--- src/rtl/tdm_demux.sv ---
// TDM demultiplexer: reassembles a serial stream of per-channel samples into a
// parallel frame, aligning on frame_sync and recovering from misalignment.
module tdm_demux #(
  parameter int WIDTH    = 1,
  parameter int CHANNELS = 4
) (
  input  logic                                clk,
  input  logic                                rst_n,
  input  logic [WIDTH-1:0]                    din,
  input  logic                                din_valid,
  input  logic                                frame_sync,
  output logic [WIDTH*CHANNELS-1:0]           ch_out,
  output logic                                frame_valid,
  output logic [((CHANNELS > 2) ? $clog2(CHANNELS) : 1)-1:0] sel_out,
  output logic                                locked,
  output logic                                sync_err
);

  localparam int SEL_W = (CHANNELS > 2) ? $clog2(CHANNELS) : 1;
  localparam logic [SEL_W-1:0] LAST_SEL = SEL_W'(CHANNELS - 1);
  localparam logic [SEL_W-1:0] FIRST_SEL = SEL_W'(1);

  localparam logic [0:0] HUNT   = 1'b0;
  localparam logic [0:0] LOCKED = 1'b1;

  logic [0:0]                state;
  logic [WIDTH*CHANNELS-1:0] shadow;

  assign locked = (state == LOCKED);

  // NOTE: sequential state uses non-blocking assignments so every register
  // samples the pre-edge values, independent of statement order.
  // NOTE: the shadow frame is reset along with ch_out so a frame assembled
  // right after reset never exposes power-up garbage.
  always_ff @(posedge clk or negedge rst_n) begin
    if (!rst_n) begin
      state       <= HUNT;
      shadow      <= '0;
      ch_out      <= '0;
      sel_out     <= '0;
      frame_valid <= 1'b0;
      sync_err    <= 1'b0;
    end else begin
      frame_valid <= 1'b0;
      sync_err    <= 1'b0;
      if (din_valid) begin
        case (state)
          HUNT: begin
            if (frame_sync) begin
              shadow[0 +: WIDTH] <= din;
              sel_out            <= FIRST_SEL;
              state              <= LOCKED;
            end
          end
          default: begin
            if (frame_sync) begin
              // A sync mid-frame abandons the partial frame and restarts at slot 0.
              sync_err           <= (sel_out != '0);
              shadow[0 +: WIDTH] <= din;
              sel_out            <= FIRST_SEL;
            end else if (sel_out == '0) begin
              sync_err <= 1'b1;
              state    <= HUNT;
            end else begin
              shadow[int'(sel_out)*WIDTH +: WIDTH] <= din;
              if (sel_out == LAST_SEL) begin
                ch_out      <= {din, shadow[(CHANNELS-1)*WIDTH-1:0]};
                frame_valid <= 1'b1;
                sel_out     <= '0;
              end else begin
                sel_out <= sel_out + FIRST_SEL;
              end
            end
          end
        endcase
      end
    end
  end

endmodule

--- config.mk ---
export PLATFORM = sky130hd
export DESIGN_NAME = tdm_demux
export DESIGN_NICKNAME = d
export VERILOG_FILES = /design/src/rtl/tdm_demux.sv
export SDC_FILE = /design/constraint.sdc
export NUM_CORES = 1
export LEC_CHECK = 0
export ABC_AREA = 0
export CORE_AREA = 2 2 39 41
export CTS_BUF_LIST = sky130_fd_sc_hd__clkbuf_2 sky130_fd_sc_hd__clkbuf_4 sky130_fd_sc_hd__clkbuf_8
export DETAILED_ROUTE_END_ITERATION = 8
export DIE_AREA = 0 0 41 43
export PLACE_DENSITY = 0.74
export SLEW_MARGIN = 20
export SYNTH_ARGS = -nofsm -noshare
export SYNTH_HDL_FRONTEND = slang
export SYNTH_SLANG_ARGS = --single-unit
--- constraint.sdc ---
create_clock -name clk -period 4.53 [get_ports clk]
set_input_delay 0.906 -clock clk [delete_from_list [all_inputs] [get_ports clk]]
set_output_delay 0.906 -clock clk [all_outputs]
set_load 0.03 [all_outputs]
==> results by group, run 1 <==
Run status
  – Status: completed

Clocking
  – Root Driver: clkbuf_4
  – Clock sinks: 12
  – H-tree levels: 1
  – Max Buffers Root-to-Sink: 2
  – Setup bufs post-CTS: 0
  – Resized cells post-CTS: 0
  – Worst-Skew Late Latency: 0.27 ns
  – Reg clk slew, reported paths: 0.07 ns
  – Hold Buf Count CTS: 0
  – CTS tree: built
  – CTS buffer count: 3

Worst setup path
  – CP Launch Type: flip-flop
  – Flop-to-flop setup slack: 2.65 ns
  – CP Class: reg2out
  – Critical Path Max Stage Delay: 0.72 ns
  – R2R Path Start: sel_out[0]
  – Critical path arrival: 1.47 ns
  – FF-to-FF End: sel_out[0]
  – Slowest CP cell: clkdlybuf4s50_1
  – CP Capture Type: output port
  – Critical Path, Cell by Cell: clkdlybuf4s50_1
  – Crit path buffers/inverters: 1
  – Data required time of the worst path: 3.62 ns
  – Delay-heaviest family, CP: buffers and inverters
  – Critical path peak fanout: 8
  – Worst reg-to-reg path cell count: 5

Pwr
  – Leakage: 0.3992 nW
  – Logic pwr share: 48.5%
  – P_sw: 0.2027 mW
  – Clk pwr share: 16.5%
  – Power Density: 627.0 nW/µm²
  – Sequential share of power: 35.0%
  – Worst vdd ir: 267.5 µV
  – Sw frac: 39.45%
  – Pint: 0.3111 mW
  – PnR Total Power: 0.5138 mW

Job
  – Max-Cap Viols: 0

Final layout
  – NumNets Final: 84
  – Fillers: 121
  – Antenna cells: 0
  – P&R area growth vs syn: 29.45%
  – Share of cells above drive strength 1: 21.13%

Routing
  – DR vias/cell: 5.172
  – Vias: 450
  – # DRC: 0
  – Detail Route Antenna Nets: 0
  – DR WL/cell: 12.75 µm
  – Detailed Routing Iterations Pass 1: 4
  – Total Wirelength: 1.109 mm
  – 1st-iter DRT viols: 10

Floorplan
  – Initial core utilization: 45.75%
  – Core Area: 1384 µm²
  – Die X: 41 µm
  – Die ar.: 1763 µm²
  – Die Y: 43 µm
  – # IOs: 14
  – Row Count: 14

Global routing
  – First-pass GRT wire length: 1.869 mm
  – Global route overflow: 0
  – Vias in the first global route: 412
  – Initial antenna violation count: 0
  – Largest net degree at the start of global routing: 13
  – Tot GR Track Use: 15.90%

Yosys
  – Ys flop type: dfrtp_1
  – Unique masters post-synth: 19
  – #FFs+latches synth: 12
  – Syn Std Cell Area: 633.1 µm²
  – Synth top area share: 47.43%
  – Most frequent cell after synthesis: dfrtp_1
  – Post-synth EDFFs: 0
  – Synth area leader: dfrtp_1
  – Post-synth top cells: dfrtp_1 (12), ha_1 (7), inv_1 (6), mux2_2 (6), nand2_1 (6)
  – Syn nets: 66
  – Sequential share of the synthesized area: 47.43%
  – Asr flop ratio synth: 100.0%
  – Synthesized area per cell: 11.72 µm²
  – Synthesized instance count: 54
  – Synth area leaders: dfrtp_1 (47%), ha_1 (14%), mux2_2 (11%), inv_1 (3.6%), nand2_1 (3.6%)
  – Yosys warns: 0

Place
  – IO Port Bufs: 13
  – Final GP Congestion: 0.8489
  – Hpwl dp: 850.6 µm

Timing
  – Worst Max-Slew Pin Slew: 0.5146 ns
  – Clock skew: 0.0008522 ns
  – Relative slew slack: 65.59%
  – Final Max Tran Viols: 0
  – Final Cycle Share: 52.49%
  – Setup tns final: 0 ns
  – RSZ-0062 raised after global routing: no
  – Endpoints failing hold: 0
  – Setup-failing EPs final: 0
  – FMAX: 0.4205 GHz
  – Crit path time final: 2.378 ns

Min path
  – Critical hold path startpoint: shadow[2]
  – Min-Delay Path Class: reg2reg
  – Worst Hold Path EP: ch_out[2]
  – Min-Delay Path Depth: 1
## registers in the layout, summed over array words and instances (netlist names)
signal,flops
sync_err,1
shadow,3
sel_out,2
frame_valid,1
ch_out,4
locked,1
## how the worst max path moves through the flow
stage	from	endpoint	depth (start not counted)
after floorplan	sel_out[0]	sel_out[0]	5
after global placement	frame_sync	sel_out[0]	5
after detailed placement	frame_sync	sel_out[0]	5
after CTS	sel_out[0]	sel_out[0]	1
after global routing	sel_out[0]	sel_out[0]	1
final	sel_out[0]	sel_out[0]	1
## metal layers
layer / vias to the layer above / track usage [%] / share of wire [%] / wire length [µm]
li1: 217 / - / - / -
met1: 220 / 21.96 / 47 / 525
met2: 11 / 23.75 / 48 / 531
met3: 2 / 3.141 / 2.6 / 29
met4: 0 / 6.000 / 2.0 / 22
met5: - / 0 / 0 / 0
## layout by cell type (no fill, tap or decap)
cell             count
mux2_2               6
nor2_1               2
or3_4                1
and3_2               2
nand2_1              6
a21oi_1              1
mux2i_1              1
dfrtp_1             12
o31ai_1              1
mux2_4               1
clkbuf_8             1
a31oi_1              1
o41ai_1              1
nor2b_1              1
ha_1                 7
o41a_1               1
nor3b_1              1
clkbuf_4             3
and4_1               2
clkdlybuf4s50_1     13
inv_2                1
inv_1                6
## cell type report
class,count,area (µm²),area share [%]
timing repair buffer,13,130.1,15.88
inverter,7,26.28,3.206
multi-input combinational,35,306.5,37.40
tap,16,20.02,2.443
sequential,12,300.3,36.64
clock buffer,4,36.28,4.427
## power groups by stage
stage,combinational (mW),clock (mW),sequential [mW]
after global routing,0.273,0.0929,0.187
after global placement,0.247,0,0.182
after floorplan,0.103,0,0.234
after CTS,0.251,0.0872,0.181
after detailed placement,0.249,0,0.182
final,0.249,0.0848,0.180
## cells by family after synthesis
kind of cell / count (synthesis) / synth area share (%)
AOI/OAI and AO/OA: 5 / 6.127
muxes: 8 / 14.62
and+or+nand+nor: 15 / 13.83
buffers and inverters: 7 / 4.149
DFF: 12 / 47.43
adders and majority gates: 7 / 13.83
## stage by stage
step / utilization (%) / std cells / area (µm²) / worst slack (ns) / hold WS (ns)
3_5_place_dp: 56.60 / 83 / 783.3 / 1.938 / 0.4924
5_1_grt: 59.22 / 87 / 819.5 / 2.067 / 0.5176
2_1_floorplan: - / 54 / 633.1 / 2.568 / 0.4626
6_report: 59.22 / 87 / 819.5 / 2.152 / 0.5039
4_1_cts: 59.22 / 87 / 819.5 / 2.140 / 0.5098
3_3_place_gp: 56.60 / 83 / 783.3 / 1.958 / 0.4921
Power figures use the tool's default switching activity.
==> run 2, diff against run 1 <==
Settings changed: CORE_AREA 2 2 39 41 to default, CORE_MARGIN from default to 1.5, CORE_UTILIZATION from default to 45, DIE_AREA 0 0 41 43 to default, PLACE_DENSITY 0.74 to 0.73.
Clock period 4.53 ns to 2.13 ns, I/O delays scaled along.
==> run 2 against run 1 <==
- worst hold slack worse by 0.0069 ns
- flip-flop and latch count unchanged
- sequential share of layout area shrank 0.61 points
- cell area grew 1.7%
- register-to-register slack worse by 2.4 ns
- cell count rose by 1.1%
- clock power is 120% higher
- critical path type unchanged
- highest routed layer unchanged
==> results by group, run 2 (synthesized netlist as in run 1, its figures left out) <==
Final layout
  – Multi-input gate area: 306.5 µm²
  – Finished Layout Cells: 88
  – Leading cell types in the layout, fill and taps excluded: clkdlybuf4s50_1 (13), dfrtp_1 (12), ha_1 (7)
  – Antenna cells: 0
  – NumNets Final: 86
  – Share of cells above drive strength 1: 23.29%
  – Max reg flops: 4
  – Fillers: 119
  – P&R area growth vs syn: 31.62%
  – Final core occ: 64.04%
  – Commonest non-fill, non-tap cell in the layout: clkdlybuf4s50_1
  – Biggest regs: ch_out (4), shadow (3), sel_out (2)
  – Reg with most FFs: ch_out
  – Storage element area: 300.3 µm²

Floorplan
  – Row Count: 13
  – Core Area: 1301 µm²
  – Die Y: 40.51 µm
  – Die X: 40.51 µm
  – # IOs: 14
  – Die ar.: 1641 µm²
  – Initial core utilization: 48.65%

Pwr
  – Leakage: 0.4086 nW
  – Worst vdd ir: 635.0 µV
  – PnR Total Power: 1.117 mW
  – Power Density: 1341 nW/µm²

Worst setup path
  – CP Class: reg2out
  – Flop-to-flop setup slack: 0.29 ns
  – CP Capture Point: sel_out[0]
  – FF-to-FF End: ch_out[1]
  – Worst reg-to-reg path cell count: 7
  – R2R Path Start: sel_out[1]
  – Critical path peak fanout: 7
  – Data required time of the worst path: 1.70 ns
  – CP Launch Type: flip-flop
  – Critical path arrival: 1.47 ns
  – CP Capture Type: output port
  – Crit path launch: sel_out[0]

Clocking
  – Worst-Skew Late Latency: 0.28 ns
  – CTS tree: built
  – Resized cells post-CTS: 0
  – Clock sinks: 12
  – Root Driver: clkbuf_4
  – CTS buffer count: 3
  – Reg clk slew, reported paths: 0.08 ns
  – Hold Buf Count CTS: 0
  – H-tree levels: 1
  – Setup bufs post-CTS: 0
  – Max Buffers Root-to-Sink: 2

Routing
  – Detailed Routing Iterations Pass 1: 4
  – Metal2 WL: 584 µm
  – DRT met1 WL: 604 µm
  – DR vias/cell: 5.307
  – # DRC: 0
  – Highest metal used: met4
  – Met3 wire length: 42 µm
  – 1st-iter DRT viols: 6
  – DR WL/cell: 14.20 µm
  – Vias: 467
  – Total Wirelength: 1.250 mm
  – Detail Route Antenna Nets: 0

Place
  – Placed cells: 84
  – Final GP Congestion: 0.7739
  – Hpwl dp: 958.5 µm
  – IO Port Bufs: 13

Timing
  – Worst Max-Slew Pin Slew: 0.5519 ns
  – Final Max Tran Viols: 0
  – Final Cycle Share: 88.89%
  – FMAX: 0.5281 GHz
  – Fin Hold WS: 0.4970 ns
  – Setup-failing EPs final: 0
  – Relative slew slack: 63.09%
  – Crit path time final: 1.893 ns
  – Endpoints failing hold: 0
  – RSZ-0062 raised after global routing: no
  – Clock skew: 0.003060 ns
  – Setup tns final: 0 ns

Global routing
  – Initial antenna violation count: 0
  – First-pass GRT wire length: 1.959 mm
  – Largest net degree at the start of global routing: 13
  – Global route overflow: 0
  – Tot GR Track Use: 18.94%
  – Vias in the first global route: 434

Job
  – Max-Cap Viols: 0

Min path
  – Min-Delay Path Class: in2async

Run status
  – Status: completed
## run 2: cell count changes in the layout (fill, tap and decap cells not counted), sizes merged
cell,before,now
buf,0,2
## run 2: cell type report
cell class	instances	share of cell area, %
Clock buffer	4	4.354
Sequential cell	12	36.04
Timing Repair Buffer	15	17.42
Tap cell	15	2.252
Inverter	7	3.153
Multi-Input combinational cell	35	36.79
## run 2: worst max-delay path, cell delays in order, from the launching register on
cell and delay [ns]:
dfrtp_1 0.36, buf_4 0.15, clkdlybuf4s50_1 0.67
## run 2: power breakdown
group          leakage (nW)  switching (mW)  internal (mW)  total, mW
Sequential            0.152          0.0574          0.312      0.370
Combinational         0.235           0.302          0.256      0.559
Clock                0.0210          0.0845          0.104      0.189
## run 2: worst min-delay path by stage
| stage | slack, ns | start | end | cells past startpoint |
|---|---|---|---|---|
| 3_5_place_dp | 0.49 | shadow[1] | shadow[1] | 1 |
| 3_3_place_gp | 0.49 | shadow[2] | ch_out[2] | 1 |
| 5_1_grt | 0.53 | rst_n | ch_out[0] | 1 |
| 4_1_cts | 0.51 | rst_n | ch_out[0] | 1 |
| 2_1_floorplan | 0.13 | rst_n | ch_out[0] | 0 |
| 6_report | 0.50 | rst_n | ch_out[0] | 1 |
## run 2: through the flow
step,setup WS (ns),instance area [µm²]
3_5_place_dp,0.08741,797.0
4_1_cts,0.2090,833.3
3_3_place_gp,0.1227,797.0
5_1_grt,0.1629,833.3
2_1_floorplan,0.1677,633.1
6_report,0.2366,833.3
## run 2: routing by layer
layer | up-vias | track usage, %
met3 | 2 | 3.333
li1 | 227 | -
met4 | 0 | 10.00
met5 | - | 0
met2 | 14 | 28.57
met1 | 224 | 25.52
